--- config.mk ---
export PLATFORM = sky130hd
export DESIGN_NAME = alu_muldiv
export DESIGN_NICKNAME = d
export VERILOG_FILES = /design/src/rtl/alu_muldiv.sv
export SDC_FILE = /design/constraint.sdc
export NUM_CORES = 1
export LEC_CHECK = 0
export CAP_MARGIN = 20
export CORE_UTILIZATION = 40
export CTS_BUF_LIST = sky130_fd_sc_hd__clkbuf_4
export DETAILED_ROUTE_END_ITERATION = 12
export HOLD_SLACK_MARGIN = 0.12
export PLACE_DENSITY = 0.62
export SLEW_MARGIN = 20
export SYNTH_ARGS = -nofsm -noshare
export SYNTH_HDL_FRONTEND = slang
export SYNTH_SLANG_ARGS = --single-unit
--- constraint.sdc ---
create_clock -name clk -period 4.15 [get_ports clk]
set_clock_uncertainty 0.1 [all_clocks]
set_input_delay 1.245 -clock clk [delete_from_list [all_inputs] [get_ports clk]]
set_output_delay 1.245 -clock clk [all_outputs]
set_load 0.01 [all_outputs]
--- src/rtl/alu_muldiv.sv ---
// Iterative RV32M multiply/divide unit.
// Multiplies and divides work on operand magnitudes over 32 single-bit iterations;
// sign correction is applied once in the final state. Divide-by-zero and signed
// overflow are resolved at accept time and complete in a single cycle.
module alu_muldiv (
  input  logic        clk,
  input  logic        rst_n,
  input  logic        i_start,
  input  logic [2:0]  i_funct3,
  input  logic [31:0] i_op_a,
  input  logic [31:0] i_op_b,
  input  logic        i_flush,
  output logic        o_busy,
  output logic        o_done,
  output logic [31:0] o_result
);

  typedef enum logic [1:0] {StIdle, StCalc, StFin} state_e;

  localparam logic [2:0] OpMul    = 3'b000;
  localparam logic [2:0] OpMulh   = 3'b001;
  localparam logic [2:0] OpMulhsu = 3'b010;
  localparam logic [2:0] OpMulhu  = 3'b011;
  localparam logic [2:0] OpDiv    = 3'b100;
  localparam logic [2:0] OpDivu   = 3'b101;
  localparam logic [2:0] OpRem    = 3'b110;
  localparam logic [2:0] OpRemu   = 3'b111;

  state_e      r_state;
  logic [5:0]  r_cnt;
  logic [2:0]  r_funct3;
  logic        r_sign_a;
  logic        r_sign_b;
  // Multiplicand for multiplies, divisor for divides.
  logic [31:0] r_opnd;
  // Multiply: {partial product high, remaining multiplier bits}.
  // Divide:   {partial remainder, dividend bits shifting into quotient}.
  logic [63:0] r_acc;
  logic        r_busy;
  logic        r_done;
  logic [31:0] r_result;

  logic        w_is_div;
  logic        w_signed_a;
  logic        w_signed_b;
  logic        w_neg_a;
  logic        w_neg_b;
  logic [31:0] w_mag_a;
  logic [31:0] w_mag_b;
  logic        w_div_zero;
  logic        w_div_ovf;
  logic        w_special;
  logic [31:0] w_special_res;

  // Decode the incoming request: signedness, magnitudes and special divide cases.
  always_comb begin
    w_is_div   = i_funct3[2];
    w_signed_a = (i_funct3 == OpMulh) || (i_funct3 == OpMulhsu) ||
                 (i_funct3 == OpDiv)  || (i_funct3 == OpRem);
    w_signed_b = (i_funct3 == OpMulh) || (i_funct3 == OpDiv) || (i_funct3 == OpRem);
    w_neg_a    = w_signed_a & i_op_a[31];
    w_neg_b    = w_signed_b & i_op_b[31];
    w_mag_a    = w_neg_a ? (~i_op_a + 32'd1) : i_op_a;
    w_mag_b    = w_neg_b ? (~i_op_b + 32'd1) : i_op_b;
    w_div_zero = w_is_div && (i_op_b == 32'd0);
    w_div_ovf  = w_is_div && !i_funct3[0] &&
                 (i_op_a == 32'h8000_0000) && (i_op_b == 32'hFFFF_FFFF);
    w_special  = w_div_zero || w_div_ovf;
    if (w_div_zero) begin
      w_special_res = i_funct3[1] ? i_op_a : 32'hFFFF_FFFF;
    end else begin
      w_special_res = i_funct3[1] ? 32'd0 : 32'h8000_0000;
    end
  end

  logic [32:0] w_mul_sum;
  logic [63:0] w_mul_next;
  logic [32:0] w_div_shift;
  logic [32:0] w_div_diff;
  logic [63:0] w_div_next;
  logic [63:0] w_acc_next;

  // One iteration: shift-add for multiply, restoring shift-subtract for divide.
  always_comb begin
    w_mul_sum   = {1'b0, r_acc[63:32]} + {1'b0, (r_acc[0] ? r_opnd : 32'd0)};
    w_mul_next  = {w_mul_sum, r_acc[31:1]};
    w_div_shift = {r_acc[63:32], r_acc[31]};
    w_div_diff  = w_div_shift - {1'b0, r_opnd};
    if (w_div_diff[32]) begin
      w_div_next = {w_div_shift[31:0], r_acc[30:0], 1'b0};
    end else begin
      w_div_next = {w_div_diff[31:0], r_acc[30:0], 1'b1};
    end
    w_acc_next = r_funct3[2] ? w_div_next : w_mul_next;
  end

  logic        w_res_neg;
  logic [63:0] w_prod;
  logic [31:0] w_quo;
  logic [31:0] w_rem;
  logic [31:0] w_fin_res;

  // Sign correction and result selection for the completing operation.
  always_comb begin
    w_res_neg = r_sign_a ^ r_sign_b;
    w_prod    = w_res_neg ? (~r_acc + 64'd1) : r_acc;
    w_quo     = w_res_neg ? (~r_acc[31:0] + 32'd1) : r_acc[31:0];
    w_rem     = r_sign_a ? (~r_acc[63:32] + 32'd1) : r_acc[63:32];
    case (r_funct3)
      OpMul:                    w_fin_res = w_prod[31:0];
      OpMulh, OpMulhsu, OpMulhu: w_fin_res = w_prod[63:32];
      OpDiv, OpDivu:            w_fin_res = w_quo;
      OpRem, OpRemu:            w_fin_res = w_rem;
      default:                  w_fin_res = 32'd0;
    endcase
  end

  // Control FSM with registered busy/done/result.
  always_ff @(posedge clk or negedge rst_n) begin
    if (!rst_n) begin
      r_state  <= StIdle;
      r_cnt    <= 6'd0;
      r_funct3 <= 3'd0;
      r_sign_a <= 1'b0;
      r_sign_b <= 1'b0;
      r_opnd   <= 32'd0;
      r_acc    <= 64'd0;
      r_busy   <= 1'b0;
      r_done   <= 1'b0;
      r_result <= 32'd0;
    end else begin
      r_done <= 1'b0;
      case (r_state)
        StIdle: begin
          if (i_start && !i_flush) begin
            r_funct3 <= i_funct3;
            r_sign_a <= w_neg_a;
            r_sign_b <= w_neg_b;
            if (w_special) begin
              r_result <= w_special_res;
              r_done   <= 1'b1;
            end else begin
              r_state <= StCalc;
              r_busy  <= 1'b1;
              r_cnt   <= 6'd0;
              if (w_is_div) begin
                r_opnd <= w_mag_b;
                r_acc  <= {32'd0, w_mag_a};
              end else begin
                r_opnd <= w_mag_a;
                r_acc  <= {32'd0, w_mag_b};
              end
            end
          end
        end
        StCalc: begin
          if (i_flush) begin
            r_state <= StIdle;
            r_busy  <= 1'b0;
            r_cnt   <= 6'd0;
          end else begin
            r_acc <= w_acc_next;
            r_cnt <= r_cnt + 6'd1;
            if (r_cnt == 6'd31) begin
              r_state <= StFin;
            end
          end
        end
        StFin: begin
          r_state <= StIdle;
          r_busy  <= 1'b0;
          r_cnt   <= 6'd0;
          if (!i_flush) begin
            r_result <= w_fin_res;
            r_done   <= 1'b1;
          end
        end
        default: begin
          r_state <= StIdle;
          r_busy  <= 1'b0;
          r_cnt   <= 6'd0;
        end
      endcase
    end
  end

  assign o_busy   = r_busy;
  assign o_done   = r_done;
  assign o_result = r_result;

endmodule

Word-level counts from Yosys, hierarchy flattened
Index checks and enable logic that the tools add are counted.
{"block": "word_totals", "in_bits": 71, "ram_bits": 0, "latchBits": 0, "wordCells": 117, "regBits": 143, "rom_bits": 0, "mem_count": 0, "out_inout_bits": 34}
{"block": "classes", "n_bitwise": 9, "div": 0, "n_mux": 39, "n_eq_ne": 23, "shifts": 0, "n_addsub": 8, "order_cmp": 0, "multipliers": 0, "reduce_logical": 28}
{"op": "$mux 32", "count": 13}
{"op": "$mux 64", "count": 6}
{"op": "$add 32x1->32 const B", "count": 4}
{"op": "$not 32->32", "count": 4}
{"op": "$pmux 32 s4", "count": 1}
{"op": "$pmux 64 s2", "count": 1}
{"op": "$add 64x1->64 const B", "count": 1}
{"op": "$eq 32x32->1 const B", "count": 2}
{"op": "$not 64->64", "count": 1}
{"op": "$pmux 32 s2", "count": 1}
{"op": "$add 32x32->33", "count": 1}
{"op": "$sub 33x32->33", "count": 1}
{"op": "$logic_not 32->1", "count": 1}
{"op": "$eq 3x3->1 const B", "count": 6}
{"op": "$mux 6", "count": 3}
{"op": "$ne 2x2->1 const B", "count": 6}
{"op": "$pmux 6 s2", "count": 1}
{"op": "$eq 3x2->1 const B", "count": 3}
{"op": "$reduce_and 3->1", "count": 3}
{"op": "$mux 2", "count": 4}
{"op": "$reduce_and 4->1", "count": 2}
{"op": "$add 6x1->6 const B", "count": 1}
{"op": "$eq 3x1->1 const B", "count": 2}
{"op": "$eq 6x5->1 const B", "count": 1}
{"op": "18 further kinds", "count": 38}

Logic depth before layout (Yosys ltp)
{"block": "depth", "depth_word": 10, "mapped_depth": 15, "ltp_nobuf": 13}

Worst setup path after synthesis
Ideal clock, no wire load.
{"block": "synth_path", "kind": "input -> register", "startpoint": "in i_op_b[17]", "endpoint": "reg r_result[0], in the netlist o_result[0]", "t_required_ps": 3926, "path_stages": 9, "n_path_buf": 2, "setup_ps": 124, "arrival_ps": 3639, "path_slack_ps": 287, "path_cell_list": "or4_4 > or3_4 > nor4b_4 > o21bai_2 > a21oi_1 > or3_4 > buf_6 > buf_6 > a211o_1"}
{"block": "synth_between", "elab_chain_cells": 6, "elab_cells_between_ends": 11, "classes_between": "2 x eq/ne; 4 x mux; 5 x reduce/logical"}
{"element": "start: declaration", "line": "11", "text": "input logic [31:0] i_op_b,"}
{"element": "$logic_not 32->1", "line": "65", "text": "w_div_zero = w_is_div && (i_op_b == 32'd0);"}
{"element": "$logic_and 1x1->1", "line": "65"}
{"element": "$mux 32", "line": "69", "text": "if (w_div_zero) begin"}
{"element": "$mux 32", "line": "139", "text": "if (w_special) begin"}
{"element": "$mux 32", "line": "135", "text": "if (i_start && !i_flush) begin"}
{"element": "$pmux 32 s2", "line": "133", "text": "case (r_state)"}
{"element": "end signal: assignment", "line": "140", "text": "r_result <= w_special_res;"}
{"element": "end signal: assignment", "line": "174", "text": "r_result <= w_fin_res;"}
{"element": "end: declaration", "line": "41", "text": "logic [31:0] r_result;"}
Several ways; a longest one is shown, not always the timed one. The select of a mux whose other input is x is not followed.
A chain may end at the register's enable or synchronous reset.

Worst setup path in the final report
{"block": "layout_path", "startpoint": "reg r_opnd[0]", "endpoint": "reg r_acc[32]"}
{"block": "layout_between", "elab_chain_cells": 5, "elab_cells_between_ends": 7, "classes_between": "2 x add/sub; 5 x mux"}
{"element": "start: declaration", "line": "35", "text": "logic [31:0] r_opnd;"}
{"element": "start signal: assignment", "line": "147", "text": "r_opnd <= w_mag_b;"}
{"element": "start signal: assignment", "line": "150", "text": "r_opnd <= w_mag_a;"}
{"element": "$sub 33x32->33 / $mux 32 (equally long branches)", "line": "88, 85"}
{"element": "$mux 64 / $add 32x32->33 (equally long branches)", "line": "89, 85"}
{"element": "$mux 64 (*)", "line": "94", "text": "w_acc_next = r_funct3[2] ? w_div_next : w_mul_next;"}
{"element": "$mux 64 (*)", "line": "157", "text": "if (i_flush) begin"}
{"element": "$pmux 64 s2 (*)", "line": "133"}
{"element": "end signal: assignment", "line": "148", "text": "r_acc <= {32'd0, w_mag_a};"}
{"element": "end signal: assignment", "line": "151", "text": "r_acc <= {32'd0, w_mag_b};"}
{"element": "end signal: assignment", "line": "162", "text": "r_acc <= w_acc_next;"}
{"element": "end: declaration", "line": "38", "text": "logic [63:0] r_acc;"}
Every way passes the cells marked *; elsewhere a longest branch is shown, timed or not. The select of a mux whose other input is x is not followed.

==> results.md <==
- Outcome: finished clean
- Fill cell count: 3809
- Die width: 197 µm
- Synth cell types: 76
- CP Max Fanout: 23
- Min cycle time layout: 3800 ps
- Asr flop ratio synth: 100%
- Maxcap violations: 0
- Dpl cell area: 18000 µm²
- Netlist Area Pre-Place: 15200 µm²
- Detail Route Antenna Nets: 0
- CTS tree: yes
- Final hold slack: 395 ps
- Startpoint types: flop
- Setup Buffers After CTS: 0
- Worst EP arrival: 4280 ps
- IO Port Bufs: 104
- Final hold violation count: 0
- M1 GR Usage: 46.2%
- Worst setup margin: 353 ps
- Internal power: 5.16 mW
- Placed cell count: 2748
- Class of the worst hold path: reg -> reg
- Mux contribution to synthesized area: 6.00%
- Drt drc: 0
- Final Max Slew Viols: 0
- Flops & latches, synth: 143
- Yosys warns: 0
- DRT Wirelength: 64500 µm
- Initial antenna violation count: 4
- M3 GR Usage: 5.60%
- Syn Nets: 2212
- Clock tree buffer depth: 2
- Non-filler cells, final: 2782
- Drt first pass iters: 7
- Period utilization: 91.5%
- Post-CTS resize count: 0
- Sequential fraction of the synthesis area: 23.6%
- Setup TNS: 0 ps
- Initial drt markers: 2030
- Area growth from synthesis to layout: 20.5%
- Vias in the first global route: 15900
- Grt ovf: 0
- Number of nets in the layout: 2406
- Skew-Pair Late Insertion Delay: 680 ps
- Crit Path Category: reg -> reg
- Syn Inst Count: 2069
- Via density: 6.07
- Final Core Density: 49.5%
- Area occupied by multi-input gates: 10800 µm²
- DR WL/cell: 23.2 µm
- Starting Density: 41.1%
- Clk sinks: 143
- Post-synthesis adder-cell area fraction: 6.03%
- Worst IR drop on VDD: 0.351 mV
- Combinational share of power: 69.2%
- Share of layout cells above drive strength 1: 12.3%
- Grt met2 use: 53.0%
- Top Usage Layer GRT: met2
- Top_reg_cell synth: dfrtp_1
- Worst-Margin Slew: 814 ps
- Io pins: 105
- Fin area: 18300 µm²
- RSZ-0062 raised after global routing: no
- Clock root buffer: clkbuf_4
- # setup viols final: 0
- First-pass GRT wire length: 98600 µm
- Post-Synth Simple-Gate Area: 22.1%
- Rel. slew slack: 45.7%
- Post-synth EDFFs: 0
- Register share of total power: 21.4%
- GRT Total Usage: 33.6%
- Die area: 38700 µm²
- Maximum clock frequency: 263 MHz
- Die Ht: 197 µm
- Largest net degree at the start of global routing: 75
- Row cnt: 70
- Power Total: 11.1 mW
- CTS Buf Count: 17
- Post-CTS Hold Buffers: 0
- Worst setup EP type: flop
- Sw Ratio: 53.3%
- Power share of the clock group: 9.4%
- GP Congestion: 1.02
- Largest family of logic cells by synthesized area: compound AO/OA/AOI/OAI gates
- CP required: 4630 ps
- XOR/XNOR share of the synthesized area: 9.92%
- Core ar.: 37000 µm²
- P_sw: 5.90 mW
- Clk slew on worst S/H paths: 150 ps
- Routed vias: 16900
- Post-DP HPWL: 51400 µm
- Worst slack at placement: -255 ps
- Pwr dens: 605 nW/µm²
- Sequential Area: 3580 µm²
- H-tree depth: 4
- Static leakage: 7.98 nW
- Complex-gate fraction of the synthesized area: 26.8%
- Synth Area per Inst: 7.34 µm²
==> cell usage in the layout (no fill, tap or decap), types with 19 or more instances in the layout <==
cell type          n
a21o_1            30
a21oi_1          226
a22oi_1           22
a31oi_1           32
buf_4            200
clkdlybuf4s50_1  102
dfrtp_1          142
ha_1              70
inv_1             72
mux2i_1           73
nand2_1          211
nand2b_1          27
nand3_1           29
nand4_1           31
nor2_1           232
nor3_1            59
nor4_1            20
o211ai_1          24
o21ai_0          176
o31ai_1           20
or3_1             19
xnor2_1          106
xor2_1            66
==> state kept, by name, indices dropped and copies added, names as in the netlist <==
name	flops
r_acc	64
o_result	32
r_opnd	32
r_cnt	6
r_funct3	3
r_state	2
o_busy	1
o_done	1
r_sign_a	1
r_sign_b	1
==> cells by family after synthesis <==
kind of cell / after synthesis
flip-flops: 143
AND/OR/NAND/NOR: 714
buffers and inverters: 212
multiplexers: 89
AO/OA/AOI/OAI: 667
adder cells (fa/ha/maj): 72
XOR/XNOR: 172
==> cell usage after synthesis (19+ instances only) <==
library cell,count,share of area (%)
nor2_1,233,5.8
a21oi_1,226,7.5
nand2_1,211,5.2
o21ai_0,176,5.8
dfrtp_1,143,24
clkbuf_1,116,2.9
xnor2_1,106,6.1
mux2i_1,73,4.8
inv_1,72,1.8
ha_1,70,5.8
xor2_1,66,3.8
nor3_1,59,1.9
a31oi_1,32,1.3
nand4_1,31,1.3
a21o_1,30,1.5
nand3_1,29,0.96
nand2b_1,28,1.2
o211ai_1,24,1.2
a22oi_1,22,1.1
nor4_1,20,0.82
o31ai_1,20,0.99
or3_1,19,0.78
==> area by class of cell <==
| cell class | instances | share of cell area (%) |
|---|---|---|
| multi-input cells | 1714 | 58.9 |
| flip-flops and latches | 143 | 19.6 |
| repair buffers | 313 | 14.9 |
| well taps | 504 | 3.45 |
| inverters | 74 | 1.52 |
| clock inverters | 15 | 0.917 |
| clock buffers | 17 | 0.698 |
| diodes | 2 | 0.0274 |
==> power groups by stage <==
stage / registers, mW / logic [mW] / clock network (mW)
finish: 2.36 / 7.66 / 1.04
global route: 2.39 / 8.29 / 1.11
detailed placement: 2.36 / 7.42 / 0
CTS: 2.33 / 7.46 / 1.04
floorplan: 2.05 / 5.18 / 0
global placement: 2.35 / 7.39 / 0
==> metal layers <==
| metal | up-vias | part of all wire [%] |
|---|---|---|
| li1 | 7886 | - |
| met1 | 7993 | 44 |
| met2 | 885 | 44 |
| met3 | 123 | 8.4 |
| met4 | 0 | 3.6 |
| met5 | - | 0 |
==> worst max-delay path, cell delays in order, from the launching register on <==
cell,delay [ps]
dfrtp_1,430
ha_1,230
fa_1,400
nand2b_1,180
a21oi_1,200
o2111ai_1,190
o21ai_0,210
buf_4,180
a21oi_1,100
o21ai_0,180
nor3b_2,490
buf_12,270
mux2_2,370
o221ai_1,150
==> final timing paths <==
| path | from | to | slack (ps) | cells past startpoint |
|---|---|---|---|---|
| worst max-delay path | r_opnd[0] | r_acc[32] | 350 | 13 |
| worst min-delay path | o_result[3] | o_result[3] | 400 | 2 |
| worst max register to register | r_opnd[0] | r_acc[32] | 350 | 13 |
| worst min register to register | o_result[3] | o_result[3] | 400 | 2 |
| max in group asynchronous | rst_n | r_acc[48] | 2590 | 2 |
| min in group asynchronous | rst_n | r_acc[60] | 450 | 1 |
No activity file was read; power rests on OpenSTA's default activity.
